--- config.mk ---
export PLATFORM = sky130hd
export DESIGN_NAME = csi_tx_lane_ctrl
export DESIGN_NICKNAME = d
export VERILOG_FILES = /design/src/rtl/csi_tx_lane_ctrl_pkg.sv /design/src/rtl/csi_tx_timer.sv /design/src/rtl/csi_tx_lane_ctrl.sv
export SDC_FILE = /design/constraint.sdc
export NUM_CORES = 1
export LEC_CHECK = 0
export ABC_CLOCK_PERIOD_IN_PS = 2000
export BUFFER_PORTS_ARGS = -buffer_cell sky130_fd_sc_hd__buf_2
export CAP_MARGIN = 10
export CORE_MARGIN = 10
export CORE_UTILIZATION = 47
export DETAILED_ROUTE_END_ITERATION = 6
export GPL_ROUTABILITY_DRIVEN = 0
export GPL_TIMING_DRIVEN = 0
export PLACE_DENSITY = 0.73
export SYNTH_ARGS = -nofsm -noshare
export SYNTH_HDL_FRONTEND = slang
export SYNTH_SLANG_ARGS = --single-unit
export TNS_END_PERCENT = 100
--- constraint.sdc ---
create_clock -name clk -period 2 [get_ports clk]
set_clock_uncertainty 0.05 [all_clocks]
set_input_delay 0.2 -clock clk [delete_from_list [all_inputs] [get_ports clk]]
set_output_delay 0.2 -clock clk [all_outputs]
set_load 0.01 [all_outputs]
--- src/rtl/csi_tx_lane_ctrl_pkg.sv ---
// csi_tx_lane_ctrl_pkg: state encodings, sync byte and LP level codes for the CSI-2 TX lane sequencer.
package csi_tx_lane_ctrl_pkg;

    typedef enum logic [2:0] {
        S_IDLE,
        S_LPX,
        S_PREP,
        S_HS_ZERO,
        S_SYNC,
        S_DATA,
        S_TRAIL,
        S_EXIT
    } state_t;

    localparam logic [7:0] SYNC_BYTE = 8'hB8;

    // {lp_p, lp_n}
    localparam logic [1:0] LP_11 = 2'b11;
    localparam logic [1:0] LP_01 = 2'b01;
    localparam logic [1:0] LP_00 = 2'b00;

    // A duration of t cycles loads t-1 so the timer's done flag marks the final cycle; 0 acts as 1.
    function automatic logic [7:0] ticks_to_load(input int t);
        return (t <= 1) ? 8'd0 : 8'(t - 1);
    endfunction

endpackage

--- src/rtl/csi_tx_timer.sv ---
// csi_tx_timer: 8-bit loadable down-counter that saturates at zero and flags done there.
module csi_tx_timer (
    input  logic       clk,
    input  logic       rst_n,
    input  logic       load,
    input  logic [7:0] load_val,
    output logic       done
);

    logic [7:0] cnt;

    always_ff @(posedge clk or negedge rst_n) begin
        if (!rst_n) cnt <= 8'd0;
        else if (load) cnt <= load_val;
        else if (cnt != 8'd0) cnt <= cnt - 8'd1;
    end

    assign done = cnt == 8'd0;

endmodule

--- src/rtl/csi_tx_lane_ctrl.sv ---
// csi_tx_lane_ctrl: single-lane CSI-2 D-PHY transmit sequencer (LP-11/01/00, HS-zero, sync, payload, trail, exit).
module csi_tx_lane_ctrl
    import csi_tx_lane_ctrl_pkg::*;
#(
    parameter int T_LPX        = 4,
    parameter int T_HS_PREPARE = 3,
    parameter int T_HS_ZERO    = 10,
    parameter int T_HS_TRAIL   = 5,
    parameter int T_HS_EXIT    = 6
) (
    input  logic       clk,
    input  logic       rst_n,
    input  logic       din_valid,
    input  logic       din_last,
    input  logic [7:0] din,
    output logic       din_ready,
    output logic [7:0] dout,
    output logic       hs_en,
    output logic       lp_p,
    output logic       lp_n,
    output logic       busy,
    output logic       err_underflow
);

    state_t     state, next;
    logic [7:0] data_q, load_v;
    logic       last_q, err_q, done, load, underflow;

    csi_tx_timer u_timer (
        .clk     (clk),
        .rst_n   (rst_n),
        .load    (load),
        .load_val(load_v),
        .done    (done)
    );

    assign din_ready = state == S_SYNC || (state == S_DATA && !last_q);
    assign underflow = din_ready && !din_valid;

    always_ff @(posedge clk or negedge rst_n) begin
        if (!rst_n) begin
            state  <= S_IDLE;
            data_q <= 8'h00;
            last_q <= 1'b0;
            err_q  <= 1'b0;
        end else begin
            state <= next;
            err_q <= underflow;
            // Preloading the sync byte makes an underflow in SYNC trail off 0xB8.
            if (state == S_HS_ZERO) begin
                data_q <= SYNC_BYTE;
                last_q <= 1'b0;
            end else if (din_ready && din_valid) begin
                data_q <= din;
                last_q <= din_last;
            end
        end
    end

    always_comb begin
        next = state;
        case (state)
            S_IDLE:    next = din_valid ? S_LPX : S_IDLE;
            S_LPX:     if (done) next = S_PREP;
            S_PREP:    if (done) next = S_HS_ZERO;
            S_HS_ZERO: if (done) next = S_SYNC;
            S_SYNC:    next = din_valid ? S_DATA : S_TRAIL;
            S_DATA:    next = (last_q || !din_valid) ? S_TRAIL : S_DATA;
            S_TRAIL:   if (done) next = S_EXIT;
            S_EXIT:    if (done) next = S_IDLE;
            default:   next = S_IDLE;
        endcase
        load   = next != state;
        load_v = next == S_LPX     ? ticks_to_load(T_LPX) :
                 next == S_PREP    ? ticks_to_load(T_HS_PREPARE) :
                 next == S_HS_ZERO ? ticks_to_load(T_HS_ZERO) :
                 next == S_TRAIL   ? ticks_to_load(T_HS_TRAIL) :
                 next == S_EXIT    ? ticks_to_load(T_HS_EXIT) : 8'd0;
    end

    always_comb begin
        hs_en         = state inside {S_HS_ZERO, S_SYNC, S_DATA, S_TRAIL};
        {lp_p, lp_n}  = hs_en ? LP_00 : state == S_LPX ? LP_01 : state == S_PREP ? LP_00 : LP_11;
        dout          = state == S_SYNC  ? SYNC_BYTE :
                        state == S_DATA  ? data_q :
                        state == S_TRAIL ? {8{~data_q[7]}} : 8'h00;
        busy          = state != S_IDLE;
        err_underflow = err_q;
    end

endmodule

==> results.md, run 1 <==
* Num CTS Buffers at 3
* Die Y at between 70 and 80 µm
* WP data arrival at 2.19 ns
* Relative slew slack at 0.616
* Clock Power Share at 0.236
* Synth area leaders: dfrtp_1 (41%), nor2_1 (5.0%), a21oi_1 (4.3%)
* Clk Latency, worst-skew pair at roughly 0.31 ns
* Largest net degree at the start of global routing at 22
* Place WS at -0.241 ns
* Max Slew Vio Count at 0
* CTS Buffer Depth at 2
* Failing checks: negative setup slack
* Initial antenna violation count at 0
* Fraction of layout cells with a size suffix above 1 at 0.337
* Largest family of logic cells by synthesized area: simple AND/OR/NAND/NOR gates
* Post-synth cell types at 38
* Starting DRT DRC Count at 52
* Layout Nets at ~200
* Peak supply drop at around 410 µV
* Worst Hold Launch: din[0]
* Worst r2r dst: u_timer.cnt[1]
* Final wirelength at between 3000 and 4000 µm
* Core area at 0.00254 mm²
* Synth Area in Compound Gates at 0.214
* Critical path endpoint category: flop
* Vias at around 1200
* Routed WL per cell at approximately 15 µm
* Largest area contributor in the netlist: dfrtp_1
* Most frequent cell after synthesis: dfrtp_1
* Number of nets with antenna violations after routing at 0
* Post-placement cell area at roughly 0.0014 mm²
* Drt drc at 0
* Type of the worst setup path: flop to flop
* FF-to-FF path depth at 8
* Commonest cells post-synth: dfrtp_1 (21), nor2_1 (17), nand2_1 (13), a21oi_1 (11), inv_1 (8)
* Cells after Synth at between 100 and 150
* Setup ws final at -0.0288 ns
* CTS tree: yes
* Psw at between 0.2 and 0.3 mW
* Clk sinks at 21
* First drt pass iteration count at 5
* Post-synthesis sequential area ratio at 0.411
* Die X at between 70 and 80 µm
* Fraction of the mapped netlist area in simple logic gates at 0.248
* Pint at a little over 0.6 mW
* Crit Path Max Fanout at 6
* Worst slew pin tran at approximately 0.57 ns
* Std-Cell Rows at 18
* Static leakage at about 0.76 nW
* Met2 GRT Util at 0.169
* Worst-path clk slew at ~0.13 ns
* Outcome: complete, but fails checks
* Hold path cells at 2
* Setup crit start kind: flop
* Warnings from Yosys at 0
* Buffers on Ports at 25
* Comb pwr share at 0.183
* CTS root buffer: clkbuf_4
* Synthesized flop and latch total at 21
* Met3 GRT Util at 0.0327
* Vias in the first global route at between 1000 and 1500
* H-tree levels at 1
* Initial core utilization at 0.502
* Period minus WS final at between 2 and 2.5 ns
* # setup viols final at 1
* Detail Placement HPWL at between 2000 and 2500 µm
* Post-synthesis adder-cell area fraction at 0.00979
* Layout area overhead at 30.7%
* CP Data Required Time at between 2 and 2.5 ns
* GRT Max-Usage Layer: met2
* Post-Syn Nets at 159
* FFs w/ async S/R, synth at 1.00
* Net Sw Frac at 0.319
* Max_cap viols at 0
* Fin crit share at 1.01
* Number of synthesized flops with an enable pin at 0
* GRT Util Overall at 0.111
* Final core occ at 0.656
* Die area at 0.00520 mm²
* Post-synth top area share at 0.411
* First-pass GRT wire length at between 4000 and 5000 µm
* R2R Path Start: u_timer.cnt[1]
* Worst hold endpoint: data_q[0]
* Hold/Removal Path Class: primary input to flop
* Number of standard cells in the final layout excluding fillers at 217
* Placed insts at ~200
* Setup TNS at -0.0288 ns
* Xor-xnor portion of the synthesized cell area at 0.0617
* Post-route design area at ~0.0017 mm²
* Mux contribution to synthesized area at 0
* Cell Pwr Density at 547 mW/mm²
* R2r setup slk at -0.03 ns
* Met1 Usage GRT at 0.146
* Final hold violation count at 0
* Syn avg cell area at about 9 µm²
* # diodes at 0
* Total global routing overflow at 0
* Post-DR vias/cell at ~5.6
* Io pins at 26
* Max frequency at just under 500 MHz
* Flop pwr share at 0.581
* Ys flop type: dfrtp_1
* Synth Cell Area at 0.00128 mm²
flip-flops by register name, indices dropped and copies added (netlist names):
signal,flops
data_q,8
err_underflow,1
last_q,1
state,3
u_timer.cnt,8
layout by cell type (no fill, tap or decap), types with 2 or more instances in the layout:
cell type	count
inv_2	2
nor3_1	2
buf_2	25
nor2_1	16
nand2b_1	3
o21ai_0	4
nand4b_1	2
a21boi_0	3
dfrtp_1	20
a22o_1	5
xor2_1	4
inv_1	6
buf_6	2
buf_4	15
or3_1	4
nand3_1	6
xnor2_1	5
o21ai_1	2
o21a_1	5
clkbuf_2	2
and2_1	2
clkbuf_4	4
and3_1	2
a21oi_1	10
nand2_1	13
cells by family after synthesis:
family / after synthesis
buf+inv: 17
fa+ha+maj: 1
xor+xnor: 9
flops: 21
simple gates: 59
compound gates: 39
layer usage:
metal / vias to the layer above / wire (µm)
met2: 42 / 1510
met5: - / 0
met1: 581 / 1580
met4: 0 / 55
met3: 7 / 151
li1: 593 / -
cell type report:
cell class | count | area, µm²
Inverter | 8 | 30.0
Fill cell | 214 | 876
Timing Repair Buffer | 39 | 233
Clock buffer | 3 | 22.5
Tap cell | 30 | 37.5
Sequential cell | 21 | 527
Clock inverter | 1 | 5.00
Buffer | 7 | 55.1
Multi-Input combinational cell | 108 | 759
power groups by stage:
stage / registers [mW] / logic [mW] / clock network [mW]
finish: 0.531 / 0.167 / 0.215
global route: 0.538 / 0.185 / 0.237
CTS: 0.519 / 0.154 / 0.213
detailed placement: 0.532 / 0.122 / 0
global placement: 0.529 / 0.119 / 0
floorplan: 0.521 / 0.0856 / 0
critical path, stage by stage, from the launching register on:
cell and delay [ns]:
dfrtp_1 0.42, inv_2 0.08, ha_4 0.14, nor4b_4 0.18, buf_4 0.19, a311oi_2 0.15, a311oi_4 0.27, xor2_1 0.14
o311ai_1 0.31
repair_timing:
item | 4_1_cts | 5_1_grt
gates resized for setup | 11 | 20
setup endpoints to repair | 19 | 15
pin swaps | 1 | 7
buffers inserted | 3 | 10
hold buffers | 1 | 0
hold endpoints to repair | 21 | 0
gates cloned | 0 | 0
how the worst max path moves through the flow:
stage                        start              to  slack [ns]  depth (start not counted)
CTS                 u_timer.cnt[0]  u_timer.cnt[1]        0.02                          8
global placement    u_timer.cnt[0]  u_timer.cnt[1]       -0.16                          7
finish              u_timer.cnt[1]  u_timer.cnt[1]       -0.03                          8
detailed placement  u_timer.cnt[0]  u_timer.cnt[1]       -0.24                          7
global route        u_timer.cnt[1]  u_timer.cnt[1]       -0.11                          8
floorplan           u_timer.cnt[0]  u_timer.cnt[1]        0.08                          7
per-stage QoR:
step	power, mW	hold slack [ns]
floorplan	0.606	-0.146
global placement	0.648	0.125
detailed placement	0.653	0.134
CTS	0.886	0.0627
global route	0.960	0.0460
finish	0.913	0.0594
Power figures use the tool's default switching activity.
==> run 2: changes to the inputs <==
Settings changed: CORE_ASPECT_RATIO set to 0.75.
==> run 2 against run 1 <==
The run still ends with negative setup slack left. Register-to-register slack about the same. Non-clock buffer count fell by 1. Worst hold slack worse by 0.0090 ns. Critical path depth is 1 lower. Routed wire length is 3.5% lower. Cell area shrank 1.3%. Critical endpoint unchanged.
==> results.md, run 2 (same netlist as run 1, synthesis figures left out) <==
* Drt drc at 0 (unchanged)
* Placed insts at 207 (was 201)
* Top flop regs: data_q x8, u_timer.cnt x8, state x3 (unchanged)
* Max_cap viols at 0 (unchanged)
* Final wirelength at 3190 µm (was 3300 µm)
* Outcome: complete, but fails checks (unchanged)
* Vias at 1195 (was 1223)
* Initial antenna violation count at 0 (unchanged)
* Starting DRT DRC Count at 70 (was 52)
* Final hold violation count at 0 (unchanged)
* Clk Latency, worst-skew pair at 0.31 ns (about the same)
* Static leakage at 0.752 nW (was 0.757 nW)
* Layout area overhead at 28.9% (was 30.7%)
* Total global routing overflow at 0 (unchanged)
* Most frequent cells in the layout: buf_2 (25), dfrtp_1 (20), nor2_1 (16) (unchanged)
* Type of the worst setup path: flop to flop (unchanged)
* Commonest non-fill, non-tap cell in the layout: buf_2 (unchanged)
* First drt pass iteration count at 4 (was 5)
* Number of standard cells in the final layout excluding fillers at 222 (was 217)
* # setup viols final at 1 (unchanged)
* Hold/Removal Path Class: primary input to flop (unchanged)
* CTS Buffer Depth at 2 (unchanged)
* Peak supply drop at 378 µV (was 410 µV)
* Worst slew pin tran at 0.612 ns (was 0.573 ns)
* Buffers on Ports at 25 (unchanged)
* Detail Placement HPWL at 2270 µm (was 2170 µm)
* Number of nets with antenna violations after routing at 0 (unchanged)
* Fin crit share at 1.01 (about the same)
* Worst-path clk slew at 0.12 ns (was 0.13 ns)
* Die area at 0.00523 mm² (was 0.00520 mm²)
* Max frequency at 494 MHz (was 493 MHz)
* Num CTS Buffers at 3 (unchanged)
* Io pins at 26 (unchanged)
* GRT Util Overall at 0.123 (was 0.111)
* Fraction of layout cells with a size suffix above 1 at 0.344 (was 0.337)
* Period minus WS final at 2.02 ns (was 2.03 ns)
* Setup ws final at -0.0241 ns (was -0.0288 ns)
* Layout Nets at 200 (was 201)
* Relative slew slack at 0.590 (was 0.616)
* Failing checks: negative setup slack (unchanged)
* Cell Pwr Density at 542 mW/mm² (was 547 mW/mm²)
* CTS root buffer: clkbuf_4 (unchanged)
* CTS tree: yes (unchanged)
* CP Data Required Time at 2.17 ns (about the same)
* Post-DR vias/cell at 5.38 (was 5.64)
* Die Y at 65.2 µm (was 72.1 µm)
* RSZ-0062 raised after global routing: true
* Setup crit start kind: flop (unchanged)
* WP data arrival at 2.19 ns (about the same)
* Clk sinks at 21 (unchanged)
* Initial core utilization at 0.491 (was 0.502)
* Largest net degree at the start of global routing at 22 (unchanged)
* Routed WL per cell at 14.3 µm (was 15.2 µm)
* Std-Cell Rows at 16 (was 18)
* # diodes at 0 (unchanged)
* Max Slew Vio Count at 0 (unchanged)
* Core area at 0.00260 mm² (was 0.00254 mm²)
* Vias in the first global route at 1128 (was 1154)
* Die X at 80.2 µm (was 72.1 µm)
* Final core occ at 0.633 (was 0.656)
* H-tree levels at 1 (unchanged)
* Critical path endpoint category: flop (unchanged)
* Crit Path Max Fanout at 6 (unchanged)
* Place WS at -0.247 ns (was -0.241 ns)
* First-pass GRT wire length at 5180 µm (was 4930 µm)
run 2: cell types whose count changed in the layout (fill, tap and decap cells not counted), sizes merged:
cell    before  now
buf         42   40
clkinv       1    0
clkbuf       6    8
run 2: layout make-up:
class | instances | area, µm²
fill | 229 | 956
multi-input combinational | 108 | 746
sequential | 21 | 527
timing repair buffer | 37 | 218
buffer | 8 | 55.1
tap | 36 | 45.0
inverter | 8 | 30.0
clock buffer | 4 | 26.3
run 2: path summary, 6_finish.rpt:
check                          startpoint             end  slack (ns)  cells after the start
min reg2reg                     data_q[2]       data_q[2]        0.46                      1
max reg2reg                u_timer.cnt[1]  u_timer.cnt[1]       -0.02                      7
min                              din_last          last_q        0.05                      2
max                        u_timer.cnt[1]  u_timer.cnt[1]       -0.02                      7
max in group asynchronous           rst_n        state[2]        1.24                      2
min in group asynchronous           rst_n        state[1]        0.31                      2
run 2: repair_timing:
| action | in CTS | in global routing |
|---|---|---|
| hold buffers | 1 | 0 |
| hold endpoints to repair | 21 | 0 |
| buffers inserted | 6 | 5 |
| resized for setup | 13 | 20 |
| setup endpoints to repair | 19 | 20 |
| gates cloned | 0 | 0 |
| pin swaps | 2 | 7 |
run 2: where the power goes:
part | total [mW] | internal, mW | leakage (nW) | switching, mW
Sequential | 0.520 | 0.462 | 0.237 | 0.0577
Clock | 0.207 | 0.0780 | 0.0150 | 0.129
Combinational | 0.166 | 0.0838 | 0.500 | 0.0821
Total | 0.893 | 0.624 | 0.752 | 0.268
run 2: layer usage:
metal	vias to the layer above	global-route usage	share of wire
li1	589	-	-
met1	571	0.153	0.45
met2	30	0.197	0.47
met3	5	0.0448	0.062
met4	0	0.0329	0.012
met5	-	0	0
run 2: critical path, stage by stage (launching register included):
cell      delay (ns)
dfrtp_1         0.41
inv_2           0.08
ha_4            0.14
nor4b_4         0.35
a311oi_2        0.19
a311oi_2        0.35
xor2_1          0.11
o311ai_1        0.25
run 2: stage by stage:
step	TNS, ns	area (µm²)	power, mW	hold WS, ns
after floorplan	0	1280	0.606	-0.146
after global placement	-0.212	1450	0.648	0.127
after detailed placement	-0.434	1450	0.653	0.134
after CTS	0	1560	0.883	0.0488
after global routing	-0.416	1650	0.942	0.0431
final	-0.0241	1650	0.893	0.0504
